`config.mk`:
```
export PLATFORM = sky130hd
export DESIGN_NAME = seq_div_8bit
export DESIGN_NICKNAME = d
export VERILOG_FILES = /design/src/rtl/alu_pkg.sv /design/src/rtl/div_step.sv /design/src/rtl/seq_div_8bit.sv
export SDC_FILE = /design/constraint.sdc
export NUM_CORES = 1
export LEC_CHECK = 0
export CAP_MARGIN = 25
export CORE_MARGIN = 2
export CORE_UTILIZATION = 45
export CTS_CLUSTER_SIZE = 25
export DETAILED_ROUTE_END_ITERATION = 10
export PLACE_DENSITY = 0.69
export REMOVE_ABC_BUFFERS = 1
export SLEW_MARGIN = 20
export SYNTH_ARGS = -nofsm -noshare
export SYNTH_HDL_FRONTEND = slang
export SYNTH_SLANG_ARGS = --single-unit
export TNS_END_PERCENT = 30
```
`constraint.sdc`:
```
create_clock -name clk -period 3.8 [get_ports clk]
set_input_delay 0.76 -clock clk [delete_from_list [all_inputs] [get_ports clk]]
set_output_delay 0.76 -clock clk [all_outputs]
set_load 0.03 [all_outputs]
```
`src/rtl/alu_pkg.sv`:
```
// Shared ALU definitions: operand width, divider state encoding and the
// quotient value reported on divide-by-zero.
package alu_pkg;

    localparam int ALU_W = 8;

    typedef enum logic [1:0] {
        IDLE = 2'd0,
        CALC = 2'd1,
        DONE = 2'd2
    } div_state_t;

    localparam logic [ALU_W-1:0] DIV0_Q = '1;

endpackage

```
`src/rtl/div_step.sv`:
```
// One restoring-division step: shift {rem, quo} left, try subtracting the
// divisor, keep the difference if it did not go negative.
module div_step
    import alu_pkg::*;
#(
    parameter int W = ALU_W
) (
    input  logic [W-1:0] rem,
    input  logic [W-1:0] quo,
    input  logic [W-1:0] b,
    output logic [W-1:0] rem_next,
    output logic [W-1:0] quo_next
);

    logic [W:0] shifted;
    logic [W:0] trial;

    // rem < b always holds, so a non-negative trial fits in W bits and a
    // negative one is flagged by the top bit of the W+1-bit difference.
    assign shifted = {rem, quo[W-1]};
    assign trial   = shifted - {1'b0, b};

    always_comb begin
        if (trial[W]) begin
            rem_next = shifted[W-1:0];
            quo_next = {quo[W-2:0], 1'b0};
        end else begin
            rem_next = trial[W-1:0];
            quo_next = {quo[W-2:0], 1'b1};
        end
    end

endmodule

```
`src/rtl/seq_div_8bit.sv`:
```
// Sequential unsigned restoring divider: one quotient bit per clock behind a
// start/busy/done handshake, with a divide-by-zero shortcut.
module seq_div_8bit
    import alu_pkg::*;
#(
    parameter int W = ALU_W
) (
    input  logic         clk,
    input  logic         rst,
    input  logic         start,
    input  logic [W-1:0] a,
    input  logic [W-1:0] b,
    output logic [W-1:0] q,
    output logic [W-1:0] r,
    output logic         busy,
    output logic         done,
    output logic         dz
);

    localparam int CNT_W = $clog2(W);

    div_state_t state, state_next;

    logic [W-1:0]     rem, quo, b_reg;
    logic [W-1:0]     rem_next, quo_next;
    logic [CNT_W-1:0] cnt;

    div_step #(.W(W)) u_step (
        .rem      (rem),
        .quo      (quo),
        .b        (b_reg),
        .rem_next (rem_next),
        .quo_next (quo_next)
    );

    // NOTE: sequential state uses non-blocking assignments so every register
    // samples pre-edge values regardless of statement order.
    always_ff @(posedge clk) begin
        if (rst) state <= IDLE;
        else     state <= state_next;
    end

    // NOTE: next state gets a default before the case so no path leaves it
    // unassigned and no latch is inferred.
    always_comb begin
        state_next = state;
        case (state)
            IDLE:    if (start) state_next = (b == '0) ? DONE : CALC;
            CALC:    if (cnt == '0) state_next = DONE;
            DONE:    state_next = IDLE;
            default: state_next = IDLE;
        endcase
    end

    always_ff @(posedge clk) begin
        if (rst) begin
            rem   <= '0;
            quo   <= '0;
            b_reg <= '0;
            cnt   <= '0;
            q     <= '0;
            r     <= '0;
            dz    <= 1'b0;
        end else begin
            case (state)
                IDLE: begin
                    if (start) begin
                        b_reg <= b;
                        if (b == '0) begin
                            q  <= DIV0_Q;
                            r  <= a;
                            dz <= 1'b1;
                        end else begin
                            rem <= '0;
                            quo <= a;
                            cnt <= CNT_W'(W - 1);
                        end
                    end
                end
                CALC: begin
                    rem <= rem_next;
                    quo <= quo_next;
                    cnt <= cnt - 1'b1;
                    // Results are published only on entry to DONE.
                    if (cnt == '0) begin
                        q  <= quo_next;
                        r  <= rem_next;
                        dz <= 1'b0;
                    end
                end
                default: ;
            endcase
        end
    end

    assign busy = (state != IDLE);
    assign done = (state == DONE);

endmodule

```
# After elaboration in Yosys (flattened, before gate mapping)

Index checks and enable logic that the tools add are counted.

Register bits after elaboration: 46
Input port bits: 19
Word-level logic and storage cells: 52

Add/subtract/negate cells: 2
Eq/ne operators: 6
Muxes and demuxes: 27
Reductions and logical operators: 9

Operators by type and width:

| kind                                                                  | number |
|---|---|
| 8-bit 2-to-1 mux                                                      | 11 |
| 8-bit case mux with 2 select lines                                    | 4 |
| 9-bit by 8-bit subtractor with 9-bit output                           | 1 |
| 8-bit logical NOT                                                     | 1 |
| 2-bit inequality test, second input constant                          | 4 |
| 2-bit 2-to-1 mux                                                      | 3 |
| 3-bit 2-to-1 mux                                                      | 2 |
| 3-bit case mux with 2 select lines                                    | 1 |
| 1-bit 2-to-1 mux                                                      | 4 |
| 2-bit case mux with 2 select lines                                    | 1 |
| 2-bit AND reduction                                                   | 2 |
| 4-bit AND reduction                                                   | 1 |
| 2-bit nonzero test                                                    | 2 |
| 3-bit logical NOT                                                     | 1 |
| 3-bit AND reduction                                                   | 1 |
| 3-bit by 1-bit subtractor with 3-bit output, second input constant    | 1 |
| 2-bit by 1-bit equality test with 1-bit output, second input constant | 1 |
| 2-bit equality test, second input constant                            | 1 |
| 2-bit logical NOT                                                     | 1 |
| 1-bit case mux with 2 select lines                                    | 1 |

# Longest topological paths before layout

Depth after elaboration: 4
Depth in mapped cells: 11

# Modules after synthesis

From an unflattened synthesis, not the netlist that was laid out.

Cell total of the unflattened synthesis: 286
Area, all modules: 2,508.7 sq um

Modules (own cells, without submodules):

| module       | times used | cells an instance | area each (sq um) |
|---|---|---|---|
| seq_div_8bit | 1          | 221               | 1,970.6 |
| div_step     | 1          | 65                | 538.0 |

# Worst setup path after synthesis

No wires, ideal clock.

Kind: register to register
From: reg quo[7]
To: reg rem[0]
Data arrival time: 2.374 ns
Slack: 1.366 ns
Stages on the path, launching flop included: 12
Path buffers: 1
Clock period less this slack: 2.434 ns
Path through: dfxtp_1 > inv_1 > ha_1 > inv_1 > fa_1 > a211oi_1 > nor3_2 > mux2i_1 > or2_2 > buf_2 > nor3_4 > a221o_1

Word-level cells in the longest chain between the ends: 3

RTL lines:

| what                                        | line               | RTL |
|---|---|---|
| start: declaration                          | seq_div_8bit.sv:24 | `logic [W-1:0] rem, quo, b_reg;` |
| start signal: assignment                    | seq_div_8bit.sv:82 | `quo <= quo_next;` |
| 9-bit by 8-bit subtractor with 9-bit output | div_step.sv:21     | `assign trial = shifted - {1'b0, b};` |
| 8-bit 2-to-1 mux (*)                        | div_step.sv:24     | `if (trial[W]) begin` |
| 8-bit case mux with 2 select lines (*)      | seq_div_8bit.sv:65 | `case (state)` |
| end signal: assignment                      | seq_div_8bit.sv:81 | `rem <= rem_next;` |
| end: declaration                            | seq_div_8bit.sv:24 |  |

Every way passes the cells marked *; elsewhere a longest branch is shown, timed or not.
A chain may end at the register's enable or synchronous reset.

# Final worst setup path

From: in b[4]
To: reg r[5]

Word-level cells in the longest chain between the ends: 3

RTL lines:

| what                                   | line               | RTL |
|---|---|---|
| start: declaration                     | seq_div_8bit.sv:12 | `input logic [W-1:0] b,` |
| 8-bit logical NOT                      | seq_div_8bit.sv:69 | `if (b == '0) begin` |
| 2-bit inequality test (no source line) | -                  |  |
| 4-bit AND reduction (no source line)   | -                  |  |
| end signal: assignment                 | seq_div_8bit.sv:87 | `r <= rem_next;` |
| end: declaration                       | seq_div_8bit.sv:14 | `output logic [W-1:0] r,` |

Every way passes these cells.

==> results by group <==
Placed design
  – Post-Place Setup Slack: 0.7177 ns
  – DP HPWL: 3941 µm
  – Input/output buffers: 37
  – DP Area: 2741 µm²
  – Weighted congestion at the end of routability-driven global placement: 0.8166

Timing
  – Slew margin rel.: 39.29%
  – Maximum achievable frequency: 0.3609 GHz
  – Clock tree skew after final layout: 0.01005 ns
  – Setup-failing EPs final: 0
  – Worst hold slack after final layout: 0.4629 ns
  – PnR worst setup slack: 1.029 ns
  – Final Hold Vio Count: 0
  – Slew at the pin closest to its max-slew limit: 0.9073 ns
  – Fin crit period: 2.771 ns
  – Setup repair after global routing missed its margin: false
  – Crit share post-route: 72.92%
  – Setup TNS after final layout: 0 ns
  – Max Slew Vio Count: 0

Worst setup path
  – Data arrival time at the worst-slack endpoint: 2.98 ns
  – Worst setup path startpoint: b[4]
  – Worst EP required: 4.01 ns
  – Start of the worst register-to-register path: quo[7]
  – Type of destination of the critical path: flop
  – Path type of the worst setup path: in2reg
  – Critical path startpoint category: input port
  – CP max FO: 25

Synth
  – Synth Cell Area: 2335 µm²
  – Post-synth top area cell: dfxtp_1
  – Number of unique standard cell types used by synthesis: 40
  – Average footprint of a synthesized cell: 8.368 µm²
  – Synthesized instance count: 279
  – Fraction of synthesis flops using an asynchronous set or reset pin: 0%
  – Primary flip-flop cell chosen by synthesis mapping: dfxtp_1
  – Synthesis Warnings: 0
  – Most common library cells after synthesis: dfxtp_1 (46), nand2_1 (37), nor2_1 (36)
  – Most frequently used cell type in the post-synthesis netlist: dfxtp_1
  – Share of the synthesized area in the top cell type: 39.44%
  – Synthesized flop and latch total: 46
  – Area contributors post-synth: dfxtp_1 (39%), nand2_1 (5.9%), nor2_1 (5.8%), ha_1 (5.4%), inv_1 (3.9%)
  – Part of the Yosys area used for sequential elements: 39.44%
  – Post-synth EDFFs: 0

Global route
  – Via count of the first global-routing pass: 2047
  – Grt total ovfl: 0
  – GR Util All Layers: 19.70%
  – Pin count of the biggest net entering global routing: 30
  – Global-route wire length before repair: 9425 µm
  – Number of antenna violations at the first check in global routing: 0

CTS
  – CTS tree: yes
  – Cts bufs inserted: 5
  – Master cell of the clock root buffer: clkbuf_8
  – CTS resizes: 0
  – Cts hold-fix bufs: 0
  – Clock tree sinks: 46
  – Clock transition time at the flip-flop clock pins of the worst setup and hold paths: 0.09 ns
  – Source-to-sink clock delay at the later pin of the worst-skew pair: 0.31 ns
  – Maximum buffer depth of the clock tree: 2
  – Maximum level of the CTS H-tree: 2
  – Buffers inserted by post-CTS timing repair: 0

Floorplanning
  – Chip Height: 76.03 µm
  – Die outline area: 5781 µm²
  – Num rows: 26
  – IO Count: 38
  – Floorplan die width: 76.03 µm
  – Initial core utilization: 46.30%
  – Placeable core region: 5042 µm²

Outcome
  – Result of the run: finished clean

Route
  – Initial DRC count: 134
  – Routed vias/inst: 5.507
  – Initial DRT Pass Iterations: 5
  – Average wire per standard cell: 14.25 µm
  – Number of routed nets with antenna violations: 0
  – DRC violations left: 0
  – Via Count: 2098
  – Total length of routed wires: 5430 µm

Power and ir drop
  – Pwr dens: 471.1 nW/µm²
  – Peak VDD IR: 340.9 µV
  – Lkg Pwr: 1.055 nW

Min path
  – Kind of path behind the tightest hold check: reg2reg
  – Origin of the worst min-delay path: b_reg[3]

Final layout
  – Finished Cell Area: 2851 µm²
  – Share of final-layout standard cells stronger than drive strength 1: 6.431%
  – Post-layout utilization of the core: 56.55%
  – Relative area change from synthesis to final layout: 22.13%
  – Layout fillers: 476
  – Antenna Diode Count: 0
  – NumNets Final: 340

Job
  – Max-cap viol count: 0
worst paths after layout:
kind	slack, ns	depth (start not counted)	to
worst min-delay path	0.46	2	b_reg[3]
worst max-delay path	1.03	7	r[5]
worst min register to register	0.46	2	b_reg[3]
worst max register to register	1.08	10	r[5]
layout make-up:
cell class / count / area (µm²) / area share [%]
tap: 70 / 87.58 / 3.072
sequential: 46 / 920.9 / 32.29
timing repair buffer: 39 / 385.4 / 13.51
multi-input combinational: 194 / 1257 / 44.10
clock buffer: 6 / 72.57 / 2.545
inverter: 24 / 90.09 / 3.159
clock inverter: 2 / 37.54 / 1.316
layer usage:
metal | vias to the layer above | global-route usage, % | routed length, µm
met4 | 0 | 6.000 | 46
met2 | 49 | 31.43 | 2627
met1 | 991 | 26.75 | 2519
met5 | - | 0 | 0
li1 | 1053 | - | -
met3 | 5 | 4.502 | 237
power breakdown:
| group | total, mW | internal (mW) | switching [mW] |
|---|---|---|---|
| Sequential | 0.558 | 0.527 | 0.0302 |
| Combinational | 0.416 | 0.170 | 0.246 |
| Clock | 0.370 | 0.196 | 0.173 |
metrics by stage:
| stage | power [mW] | std cells |
|---|---|---|
| floorplan | 0.8543 | 264 |
| global placement | 0.9780 | 373 |
| detailed placement | 0.9844 | 373 |
| CTS | 1.350 | 381 |
| global route | 1.422 | 381 |
| finish | 1.343 | 381 |
cells in the final DEF (no fill, tap or decap), types with 4 or more instances in the layout:
cell,instances
clkdlybuf4s50_1,37
nand2_1,37
nand2b_1,6
clkbuf_8,5
ha_1,10
nor3_1,8
a211oi_1,11
inv_1,24
o221ai_1,9
a21oi_1,15
o21ai_0,6
xnor2_1,4
a221oi_1,7
nor2_1,36
a221o_1,8
dfxtp_1,46
a311oi_1,7
worst max-delay path: stages:
cell and delay [ns]:
clkdlybuf4s50_1 0.42, or4_4 0.58, nor2_4 0.15, nand3_2 0.10, a21oi_4 0.55, o221ai_1 0.19, a221oi_1 0.23
cells by family (layout without fill, tap and decap cells):
group                      after synthesis  in the layout  share of synthesized area, %
and+or+nand+nor                        101            101                         20.42
buffers and inverters                   39             71                         6.860
adders and majority gates               11             11                         6.217
xor gates and xnor gates                 7              7                         2.626
muxes                                    1              1                        0.4287
DFF                                     46             46                         39.44
AOI/OAI and AO/OA                       74             74                         24.01
Power figures use the tool's default switching activity.
